### src/rtl/flash_pcm_streamer.sv
// flash_pcm_streamer
//   Streams packed signed PCM samples from an Avalon-MM flash port to the
//   audio codec write interface. Supports a programmable word window,
//   loop/one-shot playback, pause, speed (normal/fast/slow) and volume
//   (arithmetic right shift) controls. A one-word prefetch buffer lets the
//   next flash read overlap the codec handshakes of the current word.
//
// Ports
//   clk, reset                 system clock, synchronous active-high reset
//   start                      1-cycle pulse, latches base_addr/word_count
//   loop_en, pause             loop/one-shot select, hold before next sample
//   speed_sel, vol_shift       per-sample speed mode and volume shift
//   base_addr, word_count      playback window (in flash words)
//   busy, done                 status: playing, end-of-one-shot pulse
//   flash_mem_*                Avalon-MM read master
//   write_s, write_ready       codec write strobe / FIFO ready handshake
//   writedata_left/_right      sample to codec (both channels identical)
module flash_pcm_streamer #(
  parameter int ADDR_W           = 23,
  parameter int SAMPLE_W         = 16,
  parameter int SAMPLES_PER_WORD = 2,
  parameter int SHIFT_W          = 4,
  localparam int DATA_W          = SAMPLE_W * SAMPLES_PER_WORD
) (
  input  logic                clk,
  input  logic                reset,
  input  logic                start,
  input  logic                loop_en,
  input  logic                pause,
  input  logic [1:0]          speed_sel,
  input  logic [SHIFT_W-1:0]  vol_shift,
  input  logic [ADDR_W-1:0]   base_addr,
  input  logic [ADDR_W-1:0]   word_count,
  output logic                busy,
  output logic                done,
  output logic                flash_mem_read,
  output logic [ADDR_W-1:0]   flash_mem_address,
  input  logic                flash_mem_waitrequest,
  input  logic [DATA_W-1:0]   flash_mem_readdata,
  input  logic                flash_mem_readdatavalid,
  output logic                write_s,
  input  logic                write_ready,
  output logic [SAMPLE_W-1:0] writedata_left,
  output logic [SAMPLE_W-1:0] writedata_right
);

  // Index needs headroom for idx+2 so the fast-mode skip cannot overflow.
  localparam int IDX_W = $clog2(SAMPLES_PER_WORD + 2);
  localparam logic [IDX_W-1:0] SPW_L = IDX_W'(SAMPLES_PER_WORD);

  localparam logic [1:0] F_IDLE = 2'd0;
  localparam logic [1:0] F_REQ  = 2'd1;
  localparam logic [1:0] F_WAIT = 2'd2;

  localparam logic [2:0] P_IDLE       = 3'd0;
  localparam logic [2:0] P_LOAD       = 3'd1;
  localparam logic [2:0] P_WAIT_READY = 3'd2;
  localparam logic [2:0] P_SEND       = 3'd3;
  localparam logic [2:0] P_WAIT_ACK   = 3'd4;
  localparam logic [2:0] P_NEXT       = 3'd5;

  logic [1:0]          f_state_q, f_state_d;
  logic [2:0]          p_state_q, p_state_d;
  logic                busy_q, busy_d;
  logic                done_q, done_d;
  logic [ADDR_W-1:0]   base_q, base_d;
  logic [ADDR_W-1:0]   count_q, count_d;
  logic [ADDR_W-1:0]   addr_q, addr_d;
  logic [ADDR_W-1:0]   req_left_q, req_left_d;     // words still to request
  logic                inflight_last_q, inflight_last_d;
  logic                pf_valid_q, pf_valid_d;
  logic [DATA_W-1:0]   pf_data_q, pf_data_d;
  logic                pf_last_q, pf_last_d;       // word ends a one-shot
  logic [DATA_W-1:0]   cur_q, cur_d;
  logic                cur_last_q, cur_last_d;
  logic [IDX_W-1:0]    idx_q, idx_d;
  logic                rep_q, rep_d;               // slow mode: second send pending
  logic                write_s_q, write_s_d;
  logic [SAMPLE_W-1:0] wdata_q, wdata_d;

  logic signed [SAMPLE_W-1:0] sample;
  logic [IDX_W-1:0]           nxt;

  always_comb begin
    // NOTE: every _d gets a default first so no path leaves it unassigned,
    // which would infer a latch.
    f_state_d       = f_state_q;
    p_state_d       = p_state_q;
    busy_d          = busy_q;
    done_d          = 1'b0;
    base_d          = base_q;
    count_d         = count_q;
    addr_d          = addr_q;
    req_left_d      = req_left_q;
    inflight_last_d = inflight_last_q;
    pf_valid_d      = pf_valid_q;
    pf_data_d       = pf_data_q;
    pf_last_d       = pf_last_q;
    cur_d           = cur_q;
    cur_last_d      = cur_last_q;
    idx_d           = idx_q;
    rep_d           = rep_q;
    write_s_d       = write_s_q;
    wdata_d         = wdata_q;
    nxt             = '0;

    sample = '0;
    for (int i = 0; i < SAMPLES_PER_WORD; i++) begin
      if (idx_q == IDX_W'(i)) sample = cur_q[i*SAMPLE_W +: SAMPLE_W];
    end

    if (start && !busy_q) begin
      base_d     = base_addr;
      count_d    = word_count;
      addr_d     = base_addr;
      req_left_d = word_count;
      if (word_count == '0) begin
        done_d = 1'b1;
      end else begin
        busy_d    = 1'b1;
        p_state_d = P_LOAD;
      end
    end

    // Fetch FSM: one outstanding read, only into an empty prefetch buffer.
    case (f_state_q)
      F_IDLE: begin
        if (busy_q && !pf_valid_q && (req_left_q != '0)) f_state_d = F_REQ;
      end
      F_REQ: begin
        if (!flash_mem_waitrequest) begin
          f_state_d = F_WAIT;
          if (req_left_q == ADDR_W'(1)) begin
            // loop_en is committed here, when the last word is requested.
            if (loop_en) begin
              addr_d          = base_q;
              req_left_d      = count_q;
              inflight_last_d = 1'b0;
            end else begin
              req_left_d      = '0;
              inflight_last_d = 1'b1;
            end
          end else begin
            addr_d          = addr_q + ADDR_W'(1);
            req_left_d      = req_left_q - ADDR_W'(1);
            inflight_last_d = 1'b0;
          end
        end
      end
      F_WAIT: begin
        if (flash_mem_readdatavalid) begin
          pf_valid_d = 1'b1;
          pf_data_d  = flash_mem_readdata;
          pf_last_d  = inflight_last_q;
          f_state_d  = F_IDLE;
        end
      end
      default: f_state_d = F_IDLE;
    endcase

    // Play FSM. P_LOAD only consumes a full buffer, and the fetch side only
    // fills an empty one, so the two never write pf_valid in the same cycle.
    case (p_state_q)
      P_IDLE: ;
      P_LOAD: begin
        if (pf_valid_q) begin
          cur_d      = pf_data_q;
          cur_last_d = pf_last_q;
          pf_valid_d = 1'b0;
          idx_d      = '0;
          rep_d      = 1'b0;
          p_state_d  = P_WAIT_READY;
        end
      end
      P_WAIT_READY: begin
        if (write_ready && !pause) p_state_d = P_SEND;
      end
      P_SEND: begin
        wdata_d   = sample >>> vol_shift;
        write_s_d = 1'b1;
        p_state_d = P_WAIT_ACK;
      end
      P_WAIT_ACK: begin
        if (!write_ready) begin
          write_s_d = 1'b0;
          p_state_d = P_NEXT;
        end
      end
      P_NEXT: begin
        if (speed_sel == 2'b10 && !rep_q) begin
          rep_d     = 1'b1;
          p_state_d = P_WAIT_READY;
        end else begin
          rep_d = 1'b0;
          nxt   = idx_q + IDX_W'(1);
          if (speed_sel == 2'b01 && nxt[0]) nxt = nxt + IDX_W'(1);
          if (nxt >= SPW_L) begin
            if (cur_last_q) begin
              done_d    = 1'b1;
              busy_d    = 1'b0;
              p_state_d = P_IDLE;
            end else begin
              p_state_d = P_LOAD;
            end
          end else begin
            idx_d     = nxt;
            p_state_d = P_WAIT_READY;
          end
        end
      end
      default: p_state_d = P_IDLE;
    endcase
  end

  always_ff @(posedge clk) begin
    if (reset) begin
      // NOTE: the data registers are reset as well, so writedata and the
      // address read back as zero after reset instead of stale values.
      f_state_q       <= F_IDLE;
      p_state_q       <= P_IDLE;
      busy_q          <= 1'b0;
      done_q          <= 1'b0;
      base_q          <= '0;
      count_q         <= '0;
      addr_q          <= '0;
      req_left_q      <= '0;
      inflight_last_q <= 1'b0;
      pf_valid_q      <= 1'b0;
      pf_data_q       <= '0;
      pf_last_q       <= 1'b0;
      cur_q           <= '0;
      cur_last_q      <= 1'b0;
      idx_q           <= '0;
      rep_q           <= 1'b0;
      write_s_q       <= 1'b0;
      wdata_q         <= '0;
    end else begin
      // NOTE: non-blocking assignments keep every flop updating from the
      // pre-edge values, independent of statement order.
      f_state_q       <= f_state_d;
      p_state_q       <= p_state_d;
      busy_q          <= busy_d;
      done_q          <= done_d;
      base_q          <= base_d;
      count_q         <= count_d;
      addr_q          <= addr_d;
      req_left_q      <= req_left_d;
      inflight_last_q <= inflight_last_d;
      pf_valid_q      <= pf_valid_d;
      pf_data_q       <= pf_data_d;
      pf_last_q       <= pf_last_d;
      cur_q           <= cur_d;
      cur_last_q      <= cur_last_d;
      idx_q           <= idx_d;
      rep_q           <= rep_d;
      write_s_q       <= write_s_d;
      wdata_q         <= wdata_d;
    end
  end

  assign busy              = busy_q;
  assign done              = done_q;
  assign flash_mem_read    = (f_state_q == F_REQ);
  assign flash_mem_address = addr_q;
  assign write_s           = write_s_q;
  assign writedata_left    = wdata_q;
  assign writedata_right   = wdata_q;

endmodule

### config.mk
export PLATFORM = sky130hd
export DESIGN_NAME = flash_pcm_streamer
export DESIGN_NICKNAME = d
export VERILOG_FILES = /design/src/rtl/flash_pcm_streamer.sv
export SDC_FILE = /design/constraint.sdc
export NUM_CORES = 1
export LEC_CHECK = 0
export CAP_MARGIN = 20
export CELL_PAD_IN_SITES_DETAIL_PLACEMENT = 1
export CELL_PAD_IN_SITES_GLOBAL_PLACEMENT = 1
export CORE_AREA = 2 2 158 160
export CTS_BUF_LIST = sky130_fd_sc_hd__clkbuf_4
export CTS_CLUSTER_DIAMETER = 30
export CTS_CLUSTER_SIZE = 10
export DETAILED_ROUTE_END_ITERATION = 7
export DIE_AREA = 0 0 160 162
export GPL_TIMING_DRIVEN = 0
export PLACE_DENSITY_LB_ADDON = 0.15
export SYNTH_ARGS = -nofsm -noshare
export SYNTH_HDL_FRONTEND = slang
export SYNTH_SLANG_ARGS = --single-unit
export TNS_END_PERCENT = 20
### constraint.sdc
create_clock -name clk -period 2.64 [get_ports clk]
set_clock_uncertainty 0.15 [all_clocks]
set_input_delay 0.528 -clock clk [delete_from_list [all_inputs] [get_ports clk]]
set_output_delay 0.528 -clock clk [all_outputs]
set_load 0.03 [all_outputs]
==> results_dict.tcl <==
set metrics [dict create \
    worst_slew_pin_slew_ns 0.813 \
    fmax_mhz 389 \
    grt.total_usage_pct 28.1 \
    finalSetupViolations 0 \
    clk_latency_ns 0.62 \
    maxUsedRoutingLayer "met4" \
    final_common_cell "nand2_1" \
    num_rows 57 \
    synth_area_mm2 0.00973 \
    ir_drop_uv 336 \
    synth-main-ff-cell "dfxtp_1" \
    final_antenna_net_count 0 \
    grt_max_degree 24 \
    firstDrtPassIters 5 \
    hold_path_class "input pin to flip-flop" \
    grt_pass1_vias 10600 \
    swShare_pct 35.4 \
    netlist_instances 1288 \
    cp.required_ns 3.00 \
    max-slew-margin-rel_pct 45.8 \
    cts-root-buf "clkbuf_4" \
    htreeDepth 4 \
    synth_edf_count 0 \
    ys_warn_count 0 \
    die_w_um 160 \
    numCtsBuffers 17 \
    rsz0062_at_grt "yes" \
    final_cells 1791 \
    layout.nets 1550 \
    met1Wirelength_um 14900 \
    status "finished clean" \
    async_flop_share_pct 0 \
    area_delta_synth_final_pct 23.9 \
    ys_ff_latch 187 \
    grt_overflow 0 \
    final_cell_mix "nand2_1, dfxtp_1, a21oi_1" \
    leakage_nw 4.28 \
    crit_type "flip-flop to flip-flop" \
    avgSynthCellArea_um2 7.55 \
    io_pins 151 \
    clkPwrFrac_pct 29.9 \
    vias_per_cell 5.79 \
    synth_top_area_share_pct 38.5 \
    finalCritPeriodShare_pct 97.4 \
    finalHoldWorstSlack_ns 0.267 \
    fp.coreArea_mm2 0.0241 \
    arrival_ns 2.93 \
    ys_types 76 \
    finalCriticalPeriod_ns 2.57 \
    gp_congestion 0.943 \
    worst-path-max-fanout 10 \
    p_per_area_mw_per_mm2 503 \
    start_kind "flip-flop" \
    grt_pass1_wl_um 57600 \
    route.met3.wl_um 1850 \
    clkTransAtPathRegs_ns 0.21 \
    drt_iter0_drc 694 \
    hpwl_um 27500 \
    die_y_um 162 \
    antenna_found_initial 1 \
    maxCapViolCount 0 \
    synth_area_leaders "dfxtp_1, nand2_1, a21oi_1, clkbuf_1, nor2_1" \
    pwr-share-comb_pct 19.4 \
    slew_viol_final 0 \
    cts_tree "built" \
    finalHoldViolations 0 \
    initial_core_util_pct 40.4 \
    clockBufferDepth 2 \
    place_inst 1758 \
    dieArea_mm2 0.0259 \
    wirelength_um 36700 \
    vias 10400 \
    end_kind "flip-flop" \
    drive_above_1_share_pct 7.50 \
    yosysSeqAreaShare_pct 38.5 \
    yosys.area.top_type "dfxtp_1" \
    clock_sinks 187 \
    synth_nets 1385 \
    power_switching_w 0.00215 \
    wl_met2_um 18800 \
    seqPwrFrac_pct 50.8 \
    final_core_util_pct 50.0 \
    holdBufCountCts 0 \
    routedWlPerCell_um 20.5 \
    drc_errors 0 \
    io_buffers 146 \
    p_int_w 0.00392 \
]
metrics by stage:
stage               power, W  cell area [um2]  setup slack (ns)  setup TNS (ns)
global route         0.00635            12100           -0.0385         -0.0953
CTS                  0.00607            11900           0.00632               0
global placement     0.00424            11600            -0.566          -22.21
detailed placement   0.00427            11600            -0.609          -25.67
floorplan            0.00379             9730             0.334               0
finish               0.00607            12100            0.0699               0
layer usage:
metal | global-route usage, % | up-vias
met2 | 52.3 | 294
met1 | 32.9 | 5113
met3 | 3.98 | 66
met5 | 0 | -
li1 | - | 4904
met4 | 10.2 | 0
synthesized netlist by cell type (15+ instances only):
cell type	number
a21boi_0	22
a21oi_1	182
a31oi_1	26
buf_4	18
clkbuf_1	76
dfxtp_1	187
inv_1	15
nand2_1	329
nand3_1	35
nor2_1	48
nor3_1	24
nor4_1	19
o21ai_0	27
xor2_1	15
timing repair:
action	CTS	global route
pin swaps	0	1
gates cloned	0	0
hold endpoints to repair	0	0
setup endpoints to repair	15	54
resized for setup	8	29
setup buffers	0	1
path summary, 6_finish.rpt:
path,cells past startpoint,start,slack [ns],end
setup reg to reg,8,idx_q[0],0.07,writedata_left[1]
setup / recovery,8,idx_q[0],0.07,writedata_left[1]
hold reg to reg,2,count_q[0],0.31,count_q[0]
hold / removal,3,flash_mem_readdata[24],0.27,pf_data_q[24]
sequential cells by signal (all words and copies together), names as in the netlist:
signal             cells
cur_q                 32
pf_data_q             32
base_q                23
count_q               23
flash_mem_address     23
req_left_q            23
writedata_left        16
p_state_q              3
f_state_q              2
idx_q                  2
busy                   1
cur_last_q             1
done                   1
inflight_last_q        1
pf_last_q              1
pf_valid_q             1
rep_q                  1
write_s                1
cell type report:
cell class	count	area, um2
tap	324	405
fill	3097	12000
inverter	15	56.3
timing repair buffer	147	1480
clock buffer	17	128
clock inverter	15	214
antenna	1	2.50
multi-input combinational	973	5520
buffer	112	510
sequential	187	3750
cell families (layout without fill, tap and decap cells):
group / count (synthesis) / after routing / synth area share, %
AND/OR/NAND/NOR: 562 / 562 / 27.1
AO/OA/AOI/OAI: 362 / 362 / 23.0
flip-flops: 187 / 187 / 38.5
buffers and inverters: 128 / 306 / 5.73
XOR/XNOR: 24 / 24 / 2.16
multiplexers: 20 / 20 / 2.89
adder cells (fa/ha/maj): 5 / 5 / 0.643
other: 0 / 1 / 0
power groups by stage:
stage                     clock [W]  sequential (W)  combinational [W]
after detailed placement          0         0.00313            0.00114
after CTS                   0.00185         0.00307            0.00115
after global routing        0.00197         0.00310            0.00128
after global placement            0         0.00312            0.00111
after floorplan                   0         0.00315           0.000645
final                       0.00181         0.00308            0.00118
critical path, cell delays in order (launching register included):
cell and delay [ns]:
dfxtp_2 0.42, ha_1 0.23, clkbuf_2 0.26, clkbuf_1 0.42, a21oi_1 0.13, a32oi_1 0.26
mux2i_1 0.18, o22a_1 0.25, o31ai_1 0.17
Power figures use the tool's default switching activity.
==> edit 1, RTL diff (same flow settings) <==
`ADDR_W`: 23 -> 31.
--- a/src/rtl/flash_pcm_streamer.sv
+++ b/src/rtl/flash_pcm_streamer.sv
@@ -16,7 +16,7 @@
 //   write_s, write_ready       codec write strobe / FIFO ready handshake
 //   writedata_left/_right      sample to codec (both channels identical)
 module flash_pcm_streamer #(
-  parameter int ADDR_W           = 23,
+  parameter int ADDR_W           = 31,
   parameter int SAMPLE_W         = 16,
   parameter int SAMPLES_PER_WORD = 2,
   parameter int SHIFT_W          = 4,
Interface: changed (resized base_addr, flash_mem_address and word_count); port bits go from 151 to 175. The function was not compared with the original's and may differ.
==> edit 1 against the unedited design <==
- the flow now finishes with violations (negative setup slack)
- worst setup slack worse by 0.14 ns
- core utilization is 11 points higher
- synthesized area is 14% higher
- wire length is 25% higher
- sequential cell count is 32 higher
- clock power is 94% higher
- sequential share of layout area is 1.0 points lower
- power is 44% higher
- count of clock-buffer cells in the layout is 41 higher
- sequential power is 18% higher
- final area is 21% higher
- largest power group unchanged
==> edit 1: results <==
[routing]
routed_wirelength_um = 45860
drt_first_iter_violations = 1182
routed_wirelength_normalized_by_instance_count_um = 22.44
route.detailed.vias_per_inst = 6.095

[clocking]
clkSlewWorstSetupHoldPaths_ns = 0.09
numCtsBuffers = 50
clock_tree.buffer_depth = 3
clk_latency_ns = 0.72
cts-htree-levels = 2

[timing]
hold_slack_ns = 0.2100
count_of_final_setup_violators = 18
setup_slack_ns = -0.07314
setup_total_negative_slack_ns = -0.5710
worst-slew-pin-transition_ns = 0.9528

[critical_path]
worstSetupStartpoint = req_left_q[15]$_SDFF_PP0_
worst-endpoint-arrival_ns = 3.14
reg2reg_depth = 6
worst_path_dominant_cell_family = simple AND/OR/NAND/NOR gates
critical-path-slowest-cell = or4_4
critPathCapture = flash_mem_address[28]$_SDFF_PP0_
worst_path_largest_cell_delay_ns = 0.57

[finish]
buf_share = 0.1707
clock_buffer_count = 58
layout.filler_cells = 3034
area_of_the_multi_input_gates_mm2 = 0.006434
multi_input_comb_cells = 1082
multi_input_area_share = 0.4401
clock_tree_area_fraction = 0.05700
non_clock_buffer_count = 309
layout_net_count = 1789
antennaDiodeCount = 2

[grt]
grt_use_total = 0.3316
number_of_global_route_vias_before_repair = 12810
antenna_found_initial = 2
maximum_number_of_pins_on_one_net_before_global_route_repair = 20

[synth]
synthesis.instances = 1436
synth_area_leaders = dfxtp_1 (39%), nand2_1 (11%), a21oi_1 (10%)
multiplexer_area_fraction_after_synthesis = 0.04001
post_synth_xor_area_fraction = 0.04102
ys_seq_elements = 219
post_synth_fa_ha_maj_area_fraction = 0.005635
synth.net_count = 1549
sequential_to_total_area_share_from_yosys_stat = 0.3949
netlist-cell-type-count = 75

[outcome]
violations_in_the_final_reports = negative setup slack
outcome = complete, but fails checks

[hold_path]
timing.hold.worst_endpoint = pf_data_q[15]$_SDFFE_PP0P_
hp-start = flash_mem_readdata[15]

[placed_design]
total_of_buffers_placed_on_input_and_output_ports = 171
place_congestion = 0.9193
preCtsSetupSlack_ns = -0.9915
placed_area_mm2 = 0.01322

[power]
peak_supply_drop_uv = 381.3
power_share_of_the_sequential_group = 0.415
pwr_density_cell_mw_per_mm2 = 598.5
==> edit 1: changes by cell type after synthesis, sizes merged, moves of 10 or more <==
cell,before,now
a21oi,182,225
xor2,15,25
clkbuf,76,92
nand3,36,17
nor2,49,77
a221oi,5,20
xnor2,9,27
dfxtp,187,219
nand2,329,339
a31oi,26,36
==> edit 1: kinds of logic (layout without fill, tap and decap cells) <==
group | Yosys count | in the layout
buffers and inverters | 135 | 417
muxes | 32 | 32
other | 0 | 2
AOI/OAI and AO/OA | 414 | 414
DFF | 219 | 219
xor gates and xnor gates | 52 | 52
adders and majority gates | 5 | 5
and+or+nand+nor | 579 | 579
==> edit 1: layer usage <==
layer,routed length [um],GRT usage,share of wire
met1,17410,0.3803,0.38
met2,22470,0.5819,0.49
met3,3288,0.05312,0.072
met4,2685,0.2043,0.059
met5,0,0,0
==> edit 1: what timing repair did <==
action | in CTS | in global routing
setup buffers | 7 | 13
pin swaps | 4 | 21
setup endpoints to repair | 119 | 172
resized for setup | 46 | 84
==> edit 2, RTL diff (config.mk and constraints unchanged) <==
Made on the original files. Make the reset (`reset`) asynchronous in one clocked block. Comments in the files are not updated.
--- a/src/rtl/flash_pcm_streamer.sv
+++ b/src/rtl/flash_pcm_streamer.sv
@@ -212,7 +212,7 @@
     endcase
   end
 
-  always_ff @(posedge clk) begin
+  always_ff @(posedge clk or posedge reset) begin
     if (reset) begin
       // NOTE: the data registers are reset as well, so writedata and the
       // address read back as zero after reset instead of stale values.
Behaviour: differs if reset is asserted again (counterexample within 4 cycles, from zero or initial values and one cycle with reset high); with reset held inactive, the same outputs for 4 cycles.
==> edit 2 against the unedited design <==
- highest routed layer unchanged
- the run now ends with negative setup slack left
- via count fell by 12%
- fmax shrank 5.8%
- synthesized area increased by 3.8%
- largest cell class unchanged
- wire length fell by 6.6%
- critical endpoint is now flash_mem_address[20]$_DFF_PP0_
- sequential cell count is the same
- critical path type unchanged
- final area grew 6.4%
- worst setup slack worse by 0.16 ns
- cell count is 11% lower
Power is not compared: it rests on default switching activity, and its combinational part moved more than twofold at a synthesized area within 25%.
==> edit 2: results <==
[outcome]
outcome = complete, but fails checks
violations_in_the_final_reports = negative setup slack

[routing]
detailedRoute.firstPassIterationCount = 8
routed_wirelength_um = 34250
drt_first_iter_violations = 438
vias = 9171
detailroute.wirelength.met3_um = 1364
detail_route.wirelength.met1_um = 14440
top_routing_layer_in_use = met4
met2_wirelength_um = 17500

[timing]
worst-slew-pin-transition_ns = 0.8803
setup_slack_ns = -0.08956
setup_total_negative_slack_ns = -0.2102
count_of_final_setup_violators = 4
hold_slack_ns = 0.04000

[synth]
sequential_to_total_area_share_from_yosys_stat = 0.4634
async_flop_share = 1.000
multiplexer_area_fraction_after_synthesis = 0.1047
synth.net_count = 1153
synth-compound-area-share = 0.1452
post_synth_fa_ha_maj_area_fraction = 0.006195
post_synth_xor_area_fraction = 0.03036
synth_area_leaders = dfrtp_1 (46%), mux2_2 (7.9%), nand2_1 (7.6%)
yosysWarningCount = 0
netlist-cell-type-count = 66
synth.cells.most_frequent = nand2_1 (204), dfrtp_1 (187), mux2_2 (71)
main_synth_ff_type = dfrtp_1

[grt]
antenna_found_initial = 1
groute.layer.met1.usage = 0.3320
number_of_global_route_vias_before_repair = 9787
groute.layer.met3.usage = 0.03907
use_met2 = 0.4797
grt_first_pass_wirelength_um = 54560
grt_use_total = 0.2692
maximum_number_of_pins_on_one_net_before_global_route_repair = 42

[finish]
drive_above_1_share = 0.1719
layout_net_count = 1346
layout.filler_cells = 2773
largest_regs = cur_q: 32 flops, pf_data_q: 32 flops

[placed_design]
hpwlAfterDp_um = 24900
place_congestion = 0.9215
preCtsSetupSlack_ns = -0.6408
total_of_buffers_placed_on_input_and_output_ports = 145

[critical_path]
critPathCapture = flash_mem_address[20]$_DFF_PP0_
reg2reg_slack_ns = -0.09
reg2reg_depth = 6
critical-path-slowest-cell = or4_4
worst_path_dominant_cell_family = simple AND/OR/NAND/NOR gates
worst_path_largest_cell_delay_ns = 0.57
worst-endpoint-arrival_ns = 3.08
worstSetupStartpoint = req_left_q[10]$_DFF_PP0_
critical_path_peak_fanout = 7

[power]
pwr_density_cell_mw_per_mm2 = 1065
leakage_nw = 5.523
power.sequential.total_mw = 5.44

[clocking]
clkSlewWorstSetupHoldPaths_ns = 0.17
clock_tree.buffer_depth = 2
post_cts_resized = 43
post-cts-setup-buffers = 16

[hold_path]
hold_path_class = in -> async
==> edit 2: changes by cell type in the layout (fill, tap and decap cells not counted), sizes merged, moves of 22 or more <==
cell   change
dfrtp    +187
mux2      +66
dfxtp    -187
nand2    -125
a21oi    -134
buf       +22
==> edit 2: layout make-up <==
cell class                 count  area share
tap                          324     0.03159
timing repair buffer         175      0.1377
sequential                   187      0.3649
clock inverter                15     0.01219
multi-input combinational    767      0.4007
inverter                      16    0.004972
buffer                        85     0.03763
clock buffer                  17    0.009943
antenna                        2   0.0003899
==> edit 2: through the flow <==
| step | utilization | instance area (um^2) | std cells |
|---|---|---|---|
| 2_1_floorplan | - | 10100 | 1056 |
| 3_3_place_gp | 0.4961 | 11960 | 1525 |
| 3_5_place_dp | 0.5003 | 12060 | 1530 |
| 4_1_cts | 0.5222 | 12590 | 1577 |
| 5_1_grt | 0.5324 | 12830 | 1588 |
| 6_report | 0.5324 | 12830 | 1588 |
